==> config.mk <==
export PLATFORM = sky130hd
export DESIGN_NAME = pipe_stage_reg
export DESIGN_NICKNAME = d
export VERILOG_FILES = /design/src/rtl/pipe_stage_reg.sv
export SDC_FILE = /design/constraint.sdc
export NUM_CORES = 1
export LEC_CHECK = 0
export ABC_AREA = 1
export BUFFER_PORTS_ARGS = -buffer_cell sky130_fd_sc_hd__buf_2
export CORE_ASPECT_RATIO = 0.6
export CORE_MARGIN = 5
export CORE_UTILIZATION = 47
export CTS_CLUSTER_DIAMETER = 40
export DETAILED_ROUTE_END_ITERATION = 16
export PLACE_DENSITY_LB_ADDON = 0.1
export SYNTH_ARGS = -nofsm -noshare
export SYNTH_HDL_FRONTEND = slang
export SYNTH_SLANG_ARGS = --single-unit
==> constraint.sdc <==
create_clock -name clk -period 1.3 [get_ports clk]
set_input_delay 0.065 -clock clk [delete_from_list [all_inputs] [get_ports clk]]
set_output_delay 0.065 -clock clk [all_outputs]
set_load 0.02 [all_outputs]
==> src/rtl/pipe_stage_reg.sv <==
// rtl/pipe_stage_reg.sv - two-entry skid pipeline register with flush and bubble-zeroed control
// Optional PIPE_STAGE_PERF_EN adds saturating stall/flush counters; otherwise both counter ports read zero.
module pipe_stage_reg #(
    parameter int DATA_W        = 64,
    parameter int CTRL_W        = 16,
    parameter int FLUSH_KEEP_IN = 0
) (
    input  logic              clk,
    input  logic              reset_n,
    input  logic              in_valid,
    output logic              in_ready,
    input  logic [DATA_W-1:0] in_data,
    input  logic [CTRL_W-1:0] in_ctrl,
    output logic              out_valid,
    input  logic              out_ready,
    output logic [DATA_W-1:0] out_data,
    output logic [CTRL_W-1:0] out_ctrl,
    input  logic              flush,
    output logic [31:0]       stall_cnt,
    output logic [15:0]       flush_cnt
);

    typedef enum logic [1:0] {
        EMPTY = 2'd0,
        ONE   = 2'd1,
        TWO   = 2'd2
    } state_t;

    state_t             state_q;
    state_t             state_d;
    logic [DATA_W-1:0]  main_data;
    logic [CTRL_W-1:0]  main_ctrl;
    logic [DATA_W-1:0]  skid_data;
    logic [CTRL_W-1:0]  skid_ctrl;
    logic               ld_main_in;
    logic               ld_main_skid;
    logic               ld_skid;
    logic               in_fire;
    logic               out_fire;

    // Both handshake flags come from registered state only, so out_ready never reaches in_ready.
    assign in_ready  = (state_q != TWO);
    assign out_valid = (state_q != EMPTY);
    assign out_data  = main_data;
    assign out_ctrl  = out_valid ? main_ctrl : '0;

    assign in_fire  = in_valid && in_ready;
    assign out_fire = out_valid && out_ready;

    always_ff @(posedge clk or negedge reset_n) begin
        if (!reset_n) begin
            state_q <= EMPTY;
        end else begin
            state_q <= state_d;
        end
    end

    always_comb begin
        state_d      = state_q;
        ld_main_in   = 1'b0;
        ld_main_skid = 1'b0;
        ld_skid      = 1'b0;
        if (flush) begin
            state_d = EMPTY;
            if ((FLUSH_KEEP_IN != 0) && in_fire) begin
                state_d    = ONE;
                ld_main_in = 1'b1;
            end
        end else begin
            case (state_q)
                EMPTY: begin
                    if (in_fire) begin
                        state_d    = ONE;
                        ld_main_in = 1'b1;
                    end
                end
                ONE: begin
                    if (in_fire && out_fire) begin
                        ld_main_in = 1'b1;
                    end else if (in_fire) begin
                        state_d = TWO;
                        ld_skid = 1'b1;
                    end else if (out_fire) begin
                        state_d = EMPTY;
                    end
                end
                TWO: begin
                    if (out_fire) begin
                        state_d      = ONE;
                        ld_main_skid = 1'b1;
                    end
                end
                default: state_d = EMPTY;
            endcase
        end
    end

    // main_data is left untouched on drain so out_data holds its last value during bubbles.
    always_ff @(posedge clk or negedge reset_n) begin
        if (!reset_n) begin
            main_data <= '0;
            main_ctrl <= '0;
            skid_data <= '0;
            skid_ctrl <= '0;
        end else begin
            if (ld_main_in) begin
                main_data <= in_data;
                main_ctrl <= in_ctrl;
            end else if (ld_main_skid) begin
                main_data <= skid_data;
                main_ctrl <= skid_ctrl;
            end
            if (ld_skid) begin
                skid_data <= in_data;
                skid_ctrl <= in_ctrl;
            end
        end
    end

`ifdef PIPE_STAGE_PERF_EN
    logic [31:0] stall_q;
    logic [15:0] flush_q;

    always_ff @(posedge clk or negedge reset_n) begin
        if (!reset_n) begin
            stall_q <= '0;
            flush_q <= '0;
        end else begin
            if (out_valid && !out_ready && (stall_q != 32'hFFFF_FFFF)) begin
                stall_q <= stall_q + 32'd1;
            end
            if (flush && (state_q != EMPTY) && (flush_q != 16'hFFFF)) begin
                flush_q <= flush_q + 16'd1;
            end
        end
    end

    assign stall_cnt = stall_q;
    assign flush_cnt = flush_q;
`else
    assign stall_cnt = '0;
    assign flush_cnt = '0;
`endif

endmodule

-- After elaboration in Yosys (flattened, before gate mapping)
Index checks and enable logic that the tools add are counted.
- flip-flop bits (word level): 162
- bits of input ports: 85
- word-level logic and storage cells: 41
- output and inout bits: 130
- equal/unequal tests: 7
- reductions and logical operators: 7
- multiplexer cells: 22
- operators by type and width (operator ; number):
    $mux 64 ; 2
    $mux 16 ; 3
    $mux 2 ; 6
    $mux 1 ; 9
    $ne 3x3->1 const B ; 3
    $pmux 2 s3 ; 1
    $ne 4x4->1 const B ; 1
    $reduce_and 4->1 ; 1
    $reduce_bool 2->1 ; 2
    $logic_and 1x1->1 ; 3
    $eq 2x1->1 const B ; 1
    $eq 2x2->1 const B ; 1
    $logic_not 2->1 ; 1
    $ne 2x2->1 const B ; 1
    $pmux 1 s2 ; 1

-- Longest topological paths before layout
- word-level depth: 7
- depth in mapped cells: 10
- gate-level depth less buffers: 8

-- Worst setup path after synthesis
Ideal clock, no wire load.
- path type: reg2reg
- start point: register state_q[0]
- end point: register main_data[31] (netlist: out_data[31])
- cell stages (with the launch flop): 11
- data required time: 1.187 ns
- buffers on the path: 2
- library setup time: 0.113 ns
- path slack: -0.013 ns
- clock period less this slack: 1.313 ns
- arrival: 1.200 ns
- cells stage by stage: dfrtp_1 > buf_4 > inv_2 > nand2_2 > inv_2 > nand2_4 > buf_2 > nand2_1 > nand3_1 > nand2_1 > inv_1
- cells in the longest elaborated chain, start to end: 7
- elaborated cells between the ends (all ways): 17
- classes of those cells: eq/ne (3); mux (8); reduce/logical (6)
- ends and longest elaborated chain (element ; RTL line ; source):
    start, declared ; 29 ; state_t state_q;
    start signal, assigned ; 54 ; state_q <= state_d;
    $ne 2x2->1 * ; 42 ; assign in_ready = (state_q != TWO);
    net in_ready ; 11 ; output logic in_ready,
    $logic_and 1x1->1 * ; 47 ; assign in_fire = in_valid && in_ready;
    $logic_and 1x1->1 ; 78 ; if (in_fire && out_fire) begin
    $mux 1 ; 78 ;
    $pmux 1 s2 * ; 70 ; case (state_q)
    $mux 1 * ; 63 ; if (flush) begin
    $mux 64 or $reduce_bool 2->1 (tied branches) ; - ;
    end signal, assigned ; 107 ; main_data <= in_data;
    end signal, assigned ; 110 ; main_data <= skid_data;
    end, declared ; 31 ; logic [DATA_W-1:0] main_data;
Mark *: on every way through the listed nets, which the timed path passes. The rest lies on a longest branch.
A chain may end at the register's enable or synchronous reset.

-- Final worst setup path
- start point: register state_q[1]
- end point: register main_data[38] (netlist: out_data[38])
- cells in the longest elaborated chain, start to end: 7
- elaborated cells between the ends (all ways): 17
- classes of those cells: eq/ne (3); mux (8); reduce/logical (6)
- ends and longest elaborated chain (element ; RTL line):
    $ne 2x2->1 or $reduce_bool 2->1 (tied branches) ; 42, 43
    $logic_and 1x1->1, on equally long branches ; 47, 48
    $logic_and 1x1->1 ; 78
    $mux 1 ; 78
    $pmux 1 s2 ; 70
    $mux 1 ; 63
    $mux 64 or $reduce_bool 2->1 (tied branches) ; -
Parallel ways exist; a longest one is shown, timed or not.

==> metrics.txt <==
result of the run=finished, violations left; violated checks=negative setup slack; max cap viols=0; minimum clock period after layout=1430 ps; number of global-route vias before repair=roughly 6000; Max IR drop VDD=0.000894 V; Synth top area share=0.548; area of all placed cells without fillers=around 10000 um^2; Arrival @ worst endpoint=about 1700 ps; wire length of the first global-routing pass=about 31000 um; slowest cell delay on critical path=440 ps; routed wire length=20900 um; combinational power share=0.243; Critical R2R Launch=state_q[1]; switching share of power=0.333; clock insertion delay at the later pin of the skew report=about 420 ps; internal power contribution=roughly 11 mW; final count of pins violating max slew=0; worst setup timing slack at the placement stage=-125 ps; Final WS setup=-134 ps; total buffers and inverters traversed by the critical path=4; unrepaired setup endpoints after global routing=yes; area growth from synthesis to layout=41.4%; number of rows created at floorplan=35; maximum buffer depth of the clock tree=2; core footprint=approximately 15000 um^2; crit path kind=register to register; critical path startpoint category=register; FF-to-FF End=out_data[38]; Max FO, Critical Path=7; critical path's top delay family=buffers and inverters; TritonCTS Buffers=17; setup slack, reg-to-reg=-130 ps; Clock Power Share=0.304; router iterations before antenna repair=6; required time of the critical path=1600 ps; top cells by area, synth=sky130_fd_sc_hd__dfrtp_1 55%, sky130_fd_sc_hd__nand2_1 13%, sky130_fd_sc_hd__nand3_1 11%; Chip Height=~110 um; number of top-level pins=215; Antenna diodes=0; Sinks on Clock Net=~160; count of synthesis-stage warnings from yosys=0; number of synthesized register bits=162; clock-pin transition on the worst setup and hold timing paths=around 70 ps; CTS H-tree depth=4; endpoint kind of the worst setup timing path=register; Root Buffer Master=sky130_fd_sc_hd__clkbuf_16; Starting Density=0.481; fraction of the cycle the final worst path needs=1.10; path depth of the worst reg2reg path=8; count of endpoints failing hold in the final timing report=0; Post-DP HPWL=about 12000 um; library cell with the largest summed area after synthesis=sky130_fd_sc_hd__dfrtp_1; reported leakage power=around 5.6 nW; series of cell instances along the critical path=buf_4 -> nand2_4 -> inv_4 -> nand2_8 -> clkinv_16 -> clkbuf_16 -> nand2_1 -> nand3_1; Routability Congestion=about 0.77; area of the mapped netlist=between 7000 and 8000 um^2; pin count of the biggest net entering global routing=48; Tightest Hold Check Type=input port to async pin; number of nets in the finished design=approximately 1200; number of non-filler instances in the completed layout=roughly 1400; number of placed cells counting well taps=1231; f_max=between 600 and 700 MHz; final cell utilization of the core=0.680; overall global routing resource usage=0.214; placed cell area=approximately 8400 um^2; Die ar.=roughly 18000 um^2; mean area per synthesized cell=approximately 8.3 um^2; proportion of layout cells with a drive suffix above 1=0.233; share of flip-flops with an asynchronous set or reset after synthesis=1.00; via total after detailed routing=6516; antenna-violating nets left=0; fraction of power consumed by sequential logic=0.453; prevailing post-synth register cell=sky130_fd_sc_hd__dfrtp_1; Routed WL per cell=~15 um; number of distinct standard cells referenced by the synthesized netlist=23; final setup fails=between 150 and 200; 1st-iter DRT viols=a little over 400; Overflow after GRT=0; total power density per cell area=1530 nW/um^2; number of enable-type register cells in the synthesized netlist=0; buffers added on ports=~170; proportion of synthesized chip area in sequential cells=0.548; synthesized instance count=slightly below 900; routed via count divided by cell count=between 4 and 5; clock tree skew after final layout=around 13 ps; Post-route DRC=0; overall die width=approximately 170 um; most repeated cell in the gate-level netlist after synthesis=sky130_fd_sc_hd__nand2_1; initial antenna violation count=0; TritonCTS clock tree=yes; slowest stage cell on the critical path=sky130_fd_sc_hd__dfrtp_2; power dissipated by switching net loads=roughly 5.3 mW; top cells by count, synth=248 x sky130_fd_sc_hd__nand2_1, 162 x sky130_fd_sc_hd__dfrtp_1, 162 x sky130_fd_sc_hd__nand3_1
## stage by stage
step / hold slack, ps / setup TNS (ps) / power (mW)
after global placement: 11.1 / -1290 / 10.8
after global routing: 169 / -21340 / 17.0
after floorplan: -231 / 0 / 9.58
after CTS: 119 / -3220 / 16.0
final: 127 / -11070 / 16.0
after detailed placement: 12.6 / -3510 / 10.9
## final cells by class
class	count	area (um^2)
Timing Repair Buffer	297	2580
Tap cell	203	254
Multi-Input combinational cell	565	2550
Fill cell	1215	4910
Inverter	107	435
Clock buffer	19	453
Clock inverter	13	121
Timing Repair inverter	1	11.3
Sequential cell	162	4060
## power groups by stage
stage	Sequential (mW)	Clock, mW	Combinational, mW
after global placement	7.28	0	3.49
after CTS	7.23	4.95	3.81
after global routing	7.46	5.19	4.34
after floorplan	7.68	0	1.90
after detailed placement	7.29	0	3.56
final	7.27	4.87	3.89
## state kept, by name, summed over array words and instances, names as in the netlist
signal / cells
skid_ctrl: 16
state_q: 2
main_ctrl: 16
skid_data: 64
out_data: 64
## kinds of logic (layout without fill, tap and decap cells)
family,count (synthesis),in the layout,share of synthesized area
buffers and inverters,206,437,0.140
flip-flops,162,162,0.548
other,1,48,0.000507
AND/OR/NAND/NOR,435,435,0.256
AO/OA/AOI/OAI,82,82,0.0558
## routing by layer
layer,routed length (um),GRT usage,share of wire,vias up
met5,0,0,0,-
met4,173,0.0488,0.0083,0
met3,1420,0.0442,0.068,18
met2,9530,0.329,0.46,210
met1,9760,0.313,0.47,3058
li1,-,-,-,3230
## timing repair
item                                   4_1_cts  5_1_grt
setup endpoints to repair                   76      179
pin swaps                                    0        2
hold buffers                                84        0
gates cloned                                 3       10
resized for setup                           22       31
buffers inserted                             1        6
endpoints found under the hold margin      323        0
## worst max-delay path by stage
| stage | start | end | slack, ps | cells past startpoint |
|---|---|---|---|---|
| 2_1_floorplan | state_q[0] | out_data[31] | 20 | 10 |
| 3_3_place_gp | state_q[1] | out_data[46] | -50 | 6 |
| 3_5_place_dp | state_q[1] | out_data[51] | -120 | 6 |
| 4_1_cts | state_q[1] | out_ctrl[15] | -150 | 4 |
| 5_1_grt | state_q[1] | out_data[34] | -190 | 8 |
| 6_report | state_q[1] | out_data[38] | -130 | 8 |
## cells in the final DEF (no fill, tap or decap)
cell type                       count
sky130_fd_sc_hd__buf_12            19
sky130_fd_sc_hd__buf_16             4
sky130_fd_sc_hd__buf_2            157
sky130_fd_sc_hd__buf_4             15
sky130_fd_sc_hd__buf_6              7
sky130_fd_sc_hd__buf_8              1
sky130_fd_sc_hd__bufbuf_16          1
sky130_fd_sc_hd__clkbuf_16         26
sky130_fd_sc_hd__clkbuf_8           2
sky130_fd_sc_hd__clkinv_16          1
sky130_fd_sc_hd__clkinv_2           1
sky130_fd_sc_hd__clkinv_4           4
sky130_fd_sc_hd__clkinv_8           1
sky130_fd_sc_hd__clkinvlp_4         1
sky130_fd_sc_hd__conb_1            48
sky130_fd_sc_hd__dfrtp_1          160
sky130_fd_sc_hd__dfrtp_2            2
sky130_fd_sc_hd__dlygate4sd3_1     84
sky130_fd_sc_hd__inv_1            100
sky130_fd_sc_hd__inv_2              4
sky130_fd_sc_hd__inv_4              1
sky130_fd_sc_hd__inv_6              5
sky130_fd_sc_hd__inv_8              3
sky130_fd_sc_hd__nand2_1          245
sky130_fd_sc_hd__nand2_2            3
sky130_fd_sc_hd__nand2_4            1
sky130_fd_sc_hd__nand2_8            1
sky130_fd_sc_hd__nand3_1          156
sky130_fd_sc_hd__nand3_2            6
sky130_fd_sc_hd__nand3_4            1
sky130_fd_sc_hd__nand4_1            1
sky130_fd_sc_hd__nand4_4            1
sky130_fd_sc_hd__nor2_1            17
sky130_fd_sc_hd__nor2_4             3
sky130_fd_sc_hd__o21ai_0            1
sky130_fd_sc_hd__o21ai_1           80
sky130_fd_sc_hd__o31ai_1            1
No activity file was read; power rests on OpenSTA's default activity.
